**src/rtl/jts16_subbus_arb.sv**
```systemverilog
// Secondary 68000 bus arbiter: round-robin BR/BG/BGACK handoff between the local CPU and
// NREQ external masters, owner-selected bus mux and registered ROM/RAM/IO chip selects.

module jts16_subbus_arb #(
   parameter int NREQ    = 2,
   parameter int AW      = 19,
   parameter int DW      = 16,
   parameter int ROM_LIM = 3,
   parameter int RAM_SEL = 3,
   parameter int IO_SEL  = 4,
   parameter int CHAIN   = 0
) (
   input  logic               clk,
   input  logic               rst,
   input  logic               cen,
   input  logic [AW-1:0]      cpu_a,
   input  logic [1:0]         cpu_dsn,
   input  logic               cpu_rnw,
   input  logic [DW-1:0]      cpu_dout,
   input  logic               cpu_asn,
   input  logic               cpu_bgn,
   output logic               cpu_brn,
   output logic               cpu_bgackn,
   input  logic [NREQ-1:0]    req,
   input  logic [NREQ*AW-1:0] req_a,
   input  logic [2*NREQ-1:0]  req_dsn,
   input  logic [NREQ-1:0]    req_rnw,
   input  logic [NREQ*DW-1:0] req_dout,
   output logic [NREQ-1:0]    grant,
   output logic [NREQ-1:0]    req_ok,
   output logic [AW-1:0]      bus_a,
   output logic [1:0]         bus_dsn,
   output logic               bus_rnw,
   output logic [DW-1:0]      bus_dout,
   input  logic               bus_ok,
   output logic               rom_cs,
   output logic               ram_cs,
   output logic               io_cs,
   output logic               bus_busy
);

   localparam logic [3:0] ROM_LIM_V = 4'(ROM_LIM);
   localparam logic [2:0] RAM_F     = 3'(RAM_SEL);
   localparam logic [2:0] IO_F      = 3'(IO_SEL);
   localparam logic [1:0] LAST      = 2'(NREQ-1);

   typedef enum logic [1:0] {IDLE, WAITBG, OWN, RELEASE} state_t;

   state_t          state, state_nx;
   logic [1:0]      ptr, ptr_nx;
   logic [1:0]      own, own_nx, own_inc;
   logic [1:0]      win_new, win_chain;
   logic [NREQ-1:0] grant_nx;
   logic            brn_nx, bgackn_nx;
   logic            acc_valid;
   logic [2:0]      field;
   logic            dec_rom, dec_ram, dec_io;
   logic            any_cs;

   // First set request at or above p, wrapping round to channel 0
   function automatic logic [1:0] pick_winner(input logic [NREQ-1:0] r, input logic [1:0] p);
      logic [2*NREQ-1:0] rot;
      logic [1:0]        w;
      logic              hit;
      int                wi;
      rot = {r, r} >> p;
      w   = p;
      hit = 1'b0;
      wi  = 0;
      for (int i = 0; i < NREQ; i++) begin
         if (!hit && rot[i]) begin
            wi = int'(p) + i;
            if (wi >= NREQ) wi = wi - NREQ;
            w   = 2'(wi);
            hit = 1'b1;
         end
      end
      return w;
   endfunction

   // With no granted channel (the RELEASE slot) the bus idles with strobes off
   always_comb begin
      bus_a    = cpu_a;
      bus_dsn  = cpu_dsn;
      bus_rnw  = cpu_rnw;
      bus_dout = cpu_dout;
      if (!cpu_bgackn) begin
         bus_a    = '0;
         bus_dsn  = 2'b11;
         bus_rnw  = 1'b1;
         bus_dout = '0;
         for (int k = 0; k < NREQ; k++) begin
            if (grant[k]) begin
               bus_a    = req_a[k*AW +: AW];
               bus_dsn  = req_dsn[2*k +: 2];
               bus_rnw  = req_rnw[k];
               bus_dout = req_dout[k*DW +: DW];
            end
         end
      end
   end

   assign field     = bus_a[AW-1:AW-3];
   assign acc_valid = cpu_bgackn ? (!cpu_asn && (bus_dsn != 2'b11 || bus_rnw))
                                 : (bus_dsn != 2'b11);
   assign dec_rom   = {1'b0, field} < ROM_LIM_V;
   assign dec_ram   = !dec_rom && field == RAM_F && bus_dsn != 2'b11;
   assign dec_io    = !dec_rom && field != RAM_F && field == IO_F;

   // Chip selects follow the bus every clk, independent of cen
   always_ff @(posedge clk or posedge rst) begin
      if (rst) begin
         rom_cs <= 1'b0;
         ram_cs <= 1'b0;
         io_cs  <= 1'b0;
      end else begin
         rom_cs <= acc_valid && dec_rom;
         ram_cs <= acc_valid && dec_ram;
         io_cs  <= acc_valid && dec_io;
      end
   end

   assign any_cs   = rom_cs | ram_cs | io_cs;
   assign bus_busy = any_cs & ~bus_ok;
   assign req_ok   = grant & {NREQ{any_cs & bus_ok}};

   assign own_inc   = (own == LAST) ? 2'd0 : own + 2'd1;
   assign win_new   = pick_winner(req, ptr);
   assign win_chain = pick_winner(req, own_inc);

   always_ff @(posedge clk or posedge rst) begin
      if (rst) begin
         state      <= IDLE;
         ptr        <= 2'd0;
         own        <= 2'd0;
         grant      <= '0;
         cpu_brn    <= 1'b1;
         cpu_bgackn <= 1'b1;
      end else begin
         state      <= state_nx;
         ptr        <= ptr_nx;
         own        <= own_nx;
         grant      <= grant_nx;
         cpu_brn    <= brn_nx;
         cpu_bgackn <= bgackn_nx;
      end
   end

   // A channel is released only once its strobes are off, so no access is cut short
   always_comb begin
      state_nx  = state;
      ptr_nx    = ptr;
      own_nx    = own;
      grant_nx  = grant;
      brn_nx    = cpu_brn;
      bgackn_nx = cpu_bgackn;
      if (cen) begin
         case (state)
            IDLE: begin
               if (|req) begin
                  brn_nx   = 1'b0;
                  state_nx = WAITBG;
               end
            end
            WAITBG: begin
               if (!(|req)) begin
                  brn_nx   = 1'b1;
                  state_nx = IDLE;
               end else if (!cpu_bgn && cpu_asn) begin
                  own_nx    = win_new;
                  grant_nx  = NREQ'(1) << win_new;
                  bgackn_nx = 1'b0;
                  brn_nx    = 1'b1;
                  state_nx  = OWN;
               end
            end
            OWN: begin
               if (!(|(req & grant)) && bus_dsn == 2'b11) begin
                  ptr_nx   = own_inc;
                  grant_nx = '0;
                  if (CHAIN != 0 && (|req)) begin
                     own_nx   = win_chain;
                     grant_nx = NREQ'(1) << win_chain;
                  end else begin
                     state_nx = RELEASE;
                  end
               end
            end
            RELEASE: begin
               bgackn_nx = 1'b1;
               state_nx  = IDLE;
            end
            default: state_nx = IDLE;
         endcase
      end
   end

endmodule

```
**config.mk**
```make
export PLATFORM = sky130hd
export DESIGN_NAME = jts16_subbus_arb
export DESIGN_NICKNAME = d
export VERILOG_FILES = /design/src/rtl/jts16_subbus_arb.sv
export SDC_FILE = /design/constraint.sdc
export NUM_CORES = 1
export LEC_CHECK = 0
export CORE_ASPECT_RATIO = 1.2
export CORE_UTILIZATION = 30
export CTS_BUF_LIST = sky130_fd_sc_hd__clkbuf_2 sky130_fd_sc_hd__clkbuf_4 sky130_fd_sc_hd__clkbuf_8
export DETAILED_ROUTE_END_ITERATION = 16
export GPL_TIMING_DRIVEN = 0
export PLACE_DENSITY = 0.88
export SLEW_MARGIN = 10
export SYNTH_ARGS = -nofsm -noshare
export SYNTH_HDL_FRONTEND = slang
export SYNTH_SLANG_ARGS = --single-unit
```
**constraint.sdc**
```tcl
create_clock -name clk -period 3.2 [get_ports clk]
set_input_delay 0.64 -clock clk [delete_from_list [all_inputs] [get_ports clk]]
set_output_delay 0.64 -clock clk [all_outputs]
set_load 0.1 [all_outputs]
```
Yosys cells after proc, flatten, opt, wreduce, memory -nomap -nowiden
Cells that the tools add are included.
- logic and storage cells: 103
- register bits: 13
- output and inout bits: 48
- input port bits: 122
- $lt $le $gt $ge: 3
- multiplexer cells: 35
- bitwise operators: 7
- $add $sub $neg: 4
- reductions and logical operators: 29
- equal/unequal tests: 14
- shifts and indexed selects: 2
- operator list (operator ; count):
    two-way mux 19 bit ; 3
    two-way mux 16 bit ; 3
    two-way mux 2 bit ; 15
    AND reduction 4 bit ; 4
    logical AND 1 bit ; 11
    two-way mux 1 bit ; 10
    != test 2 bit, second input constant ; 5
    case mux 2 bit (4 select lines) ; 1
    == test 2 bit, second input constant ; 3
    nonzero test 2 bit ; 3
    zero test 1 bit ; 5
    AND reduction 5 bit ; 1
    bitwise AND 2 bit ; 2
    == test 2 x 1 -> 1 bit, second input constant ; 2
    case mux 1 bit (2 select lines) ; 2
    case mux 2 bit (2 select lines) ; 1
    OR reduction 2 bit ; 2
    right shift 4 x 2 -> 2 bit ; 1
    subtractor 2 bit, second input constant ; 2
    adder 2 x 1 -> 3 bit, second input constant ; 1
    == test 3 x 2 -> 1 bit, second input constant ; 1
    == test 3 bit, second input constant ; 1
    >= comparator 3 x 2 -> 1 bit, second input constant ; 1
    less-than comparator 3 x 2 -> 1 bit, second input constant ; 1
    11 further kinds ; 13

Logic depth before layout (Yosys ltp)
- word-level depth: 9
- depth in mapped cells: 6
- gate-level depth less buffers: 4

Worst setup path after synthesis
Ideal clock, no wire load.
- path kind: register -> output
- from: register grant[0]
- to: output port bus_a[0]
- data arrival time: 3.927 ns
- data required time: 2.560 ns
- stages on the path, launching flop included: 7
- buffers on the path: 3
- path slack: -1.367 ns
- cells stage by stage: dfrtp_1 -> buf_6 -> nor2b_1 -> clkbuf_1 -> clkbuf_1 -> a22oi_1 -> o21ai_0
- cells in the longest elaborated chain, start to end: 3
- RTL lines (item ; RTL line ; text):
    start, declared ; 29 ; output logic [NREQ-1:0] grant,
    start signal, assigned ; 143 ; grant <= grant_nx;
    two-way mux 19 bit (2 in series) ; 93 ; if (grant[k]) begin
    two-way mux 19 bit ; 87 ; if (!cpu_bgackn) begin
    end, declared ; 31 ; output logic [AW-1:0] bus_a,
Every way passes these cells.

Worst setup path after layout
- from: register cpu_bgackn
- to: output port bus_dout[2]
- cells in the longest elaborated chain, start to end: 1
- RTL lines (item ; RTL line ; text):
    start, declared ; 23 ; output logic cpu_bgackn,
    start signal, assigned ; 145 ; cpu_bgackn <= bgackn_nx;
    two-way mux 16 bit ; 87 ;
    end, declared ; 34 ; output logic [DW-1:0] bus_dout,
Every way passes these cells.

==> run_results.csv <==
group,metric,value,unit
critical_path,crit_top_cell,"buf_2",
synth,yosysTopAreaCell,"dfrtp_1",
die,die_y,79.2,microns
cts,hold_buffers,0,
routing,wl_per_cell,16.7,microns
place,portBuffers,169,
synth,synth.top_cell.area_share,0.185,
cts,cts_buffers,3,
cts,cts_tree,"yes",
routing,routed_wl,7310,microns
run_status,status,"finished, final reports clean",
critical_path,crit_type,"reg -> out",
timing,period_share,0.973,
routing,first_pass_iters,4,
routing,viasPerCell,5.37,
cts,cts.clk_slew.worst_paths,50,ps
global_routing,grt_pass1_vias,2363,
cts,post_cts_buffers,0,
critical_path,critPathRequiredTime,2560,ps
finish,nets,502,
synth,netlist_area,1490,sq um
timing,final-setup-viol-count,0,
routing,drtAntennaViolNets,0,
synth,synth_seq_cells,13,
synth,synth_area_leaders,"dfrtp_1 18%, a22oi_1 17%, o21ai_0 11%",
min_path,min_path_type,"reg -> reg",
cts,cts_max_level,1,
synth,synth_commonest_cells,"42 x nand2_1, 34 x o21ai_0, 33 x a22oi_1, 13 x clkbuf_1, 11 x dfrtp_1",
critical_path,critPathMaxFanout,10,
routing,met2WireLength,4000,microns
critical_path,cp_slowest_stage_delay,650,ps
cts,clock_latency,240,ps
timing,final_hold_viol_count,0,
finish,final_cells,437,
timing,fmax,0.321,GHz
timing,tightestPinTransition,1220,ps
synth,ys_seq_area_frac,0.220,
place,gp_congestion,0.873,
global_routing,grt_start_max_net_pins,14,
critical_path,crit_path_start_kind,"flip-flop",
synth,synth-async-reset-ratio,1.00,
finish,layout-drive-gt1-share,0.248,
routing,top_layer,"met4",
cts,ctsLongestPathBuffers,2,
die,core,4700,sq um
global_routing,grt_first_pass_wirelength,11100,microns
timing,grt_setup_unrepaired,"no",
place,dp.cells,433,
timing,hold_slack,523,ps
finish,fillers,389,
routing,met1Wirelength,2640,microns
global_routing,grt_use_total,0.271,
timing,finalClockSkew,1.32,ps
synth,syn_nets,328,
synth,ys.flop_type,"dfrtp_1",
routing,drc,0,
die,initial_core_util,0.318,
global_routing,antenna_found_initial,0,
timing,finalMaxSlewViolations,0,
critical_path,crit_slowest_cell,"dfstp_2",
die,dieArea,5260,sq um
synth,syn_avg_cell_area,7.24,sq um
flow_run,cap_violations,0,
critical_path,crit_arrival,2470,ps
synth,synth.most_common_cell,"nand2_1",
synth,synth_warnings,0,
timing,min_period,3110,ps
finish,syn2layout_area_growth,137,%
die,die_w,66.4,microns
finish,multiInputGateArea,1400,sq um
critical_path,endpoint_kind,"output pin",
timing,slew_headroom,0.188,
critical_path,crit_path_cell_trace,"buf_6, buf_2, clkbuf_1, nand2_1, o21ai_4, buf_2",
die,pin_count,170,
cts,cts.sinks,13,
synth,synth_edf_count,0,
finish,regArea,328,sq um
routing,drt_iter0_drc,96,
die,rows,27,
cts,root_buffer,"clkbuf_8",
finish,num_antenna_cells,0,
routing,wl_met3,546,microns
place,dp_hpwl,6060,microns
synth,ys_types,42,
global_routing,overflow,0,
synth,synthCells,206,
routing,vias,2346,
path summary, 6_finish.rpt:
path / cells after the start / to / from / slack (ps)
setup reg to reg: 4 / own[1]$_DFFE_PP0P_ / flip-flop / 1380
min in group asynchronous: 2 / rom_cs$_DFF_PP0_ / rst / 730
hold / removal: 1 / own[1]$_DFFE_PP0P_ / own[1]$_DFFE_PP0P_ / 520
max in group asynchronous: 2 / cpu_brn$_DFFE_PP1P_ / rst / 2110
setup / recovery: 6 / bus_dout[2] / cpu_bgackn$_DFFE_PP1P_ / 90
hold reg to reg: 1 / own[1]$_DFFE_PP0P_ / own[1]$_DFFE_PP0P_ / 520
placed cells by master (no fill, tap or decap), types with 2 or more instances in the layout:
| cell type | synthesis | layout |
|---|---|---|
| clkbuf_4 | 0 | 8 |
| buf_2 | 1 | 24 |
| a31oi_1 | 5 | 3 |
| a31oi_2 | 0 | 2 |
| clkdlybuf4s15_2 | 0 | 3 |
| o21ai_4 | 0 | 29 |
| a22oi_1 | 33 | 33 |
| nor2b_1 | 9 | 9 |
| clkdlybuf4s50_1 | 0 | 130 |
| nand2_1 | 42 | 42 |
| o21ai_2 | 0 | 4 |
| nor2_1 | 4 | 4 |
| dfrtp_1 | 11 | 11 |
| clkbuf_8 | 0 | 3 |
| dlygate4sd2_1 | 0 | 5 |
| inv_1 | 6 | 6 |
| mux2_4 | 2 | 2 |
| a21oi_1 | 4 | 4 |
| clkbuf_1 | 13 | 9 |
| nand3_1 | 3 | 3 |
| buf_6 | 3 | 3 |
| and3_1 | 4 | 4 |
| nand3b_1 | 3 | 3 |
| nand2b_1 | 2 | 2 |
| clkbuf_2 | 0 | 4 |
| dfstp_2 | 2 | 2 |
| o31ai_4 | 2 | 2 |
metal layers:
layer  GRT usage  vias to the layer above
met1       0.292                     1116
met2       0.521                      104
li1            -                     1113
met3      0.0546                       13
met4      0.0681                        0
met5           0                        -
cells by family after synthesis:
logic type      synth area share
compound gates             0.392
flops                      0.220
buf+inv                   0.0789
mux                       0.0277
simple gates               0.282
layout make-up:
| class | count | share of cell area |
|---|---|---|
| repair buffers | 169 | 0.441 |
| multi-input cells | 169 | 0.397 |
| flip-flops and latches | 13 | 0.0929 |
| plain buffers | 18 | 0.0284 |
| well taps | 58 | 0.0206 |
| clock buffers | 4 | 0.0138 |
| inverters | 6 | 0.00638 |
worst max-delay path, delay by kind of cell (launching register included):
kind | cells | cell delay (ps)
AO/OA/AOI/OAI | 1 | 80
flip-flops | 1 | 650
AND/OR/NAND/NOR | 1 | 170
buffers and inverters | 4 | 1320
timing repair:
item                                    4_1_cts  5_1_grt
endpoints found under the setup margin       39       28
pin swaps                                     0        0
gates resized for setup                     164       14
registers in the layout, summed over array words and instances, names as in the netlist, named ones only:
name	count
cpu_bgackn	1
cpu_brn	1
grant	2
io_cs	1
own	2
ptr	2
ram_cs	1
rom_cs	1
state	1
metrics by stage:
stage	instance area (sq um)	setup WS, ps	TNS, ps	util
floorplan	1850	-98.5	-98.5	-
global placement	3610	-488	-12100	0.769
detailed placement	3610	-486	-12700	0.769
CTS	3510	9.57	0	0.748
global route	3530	3.35	0	0.751
finish	3530	86.6	0	0.751
Power is not shown: default switching activity piles up to over one toggle a cycle in this logic, so the estimate is an artifact.
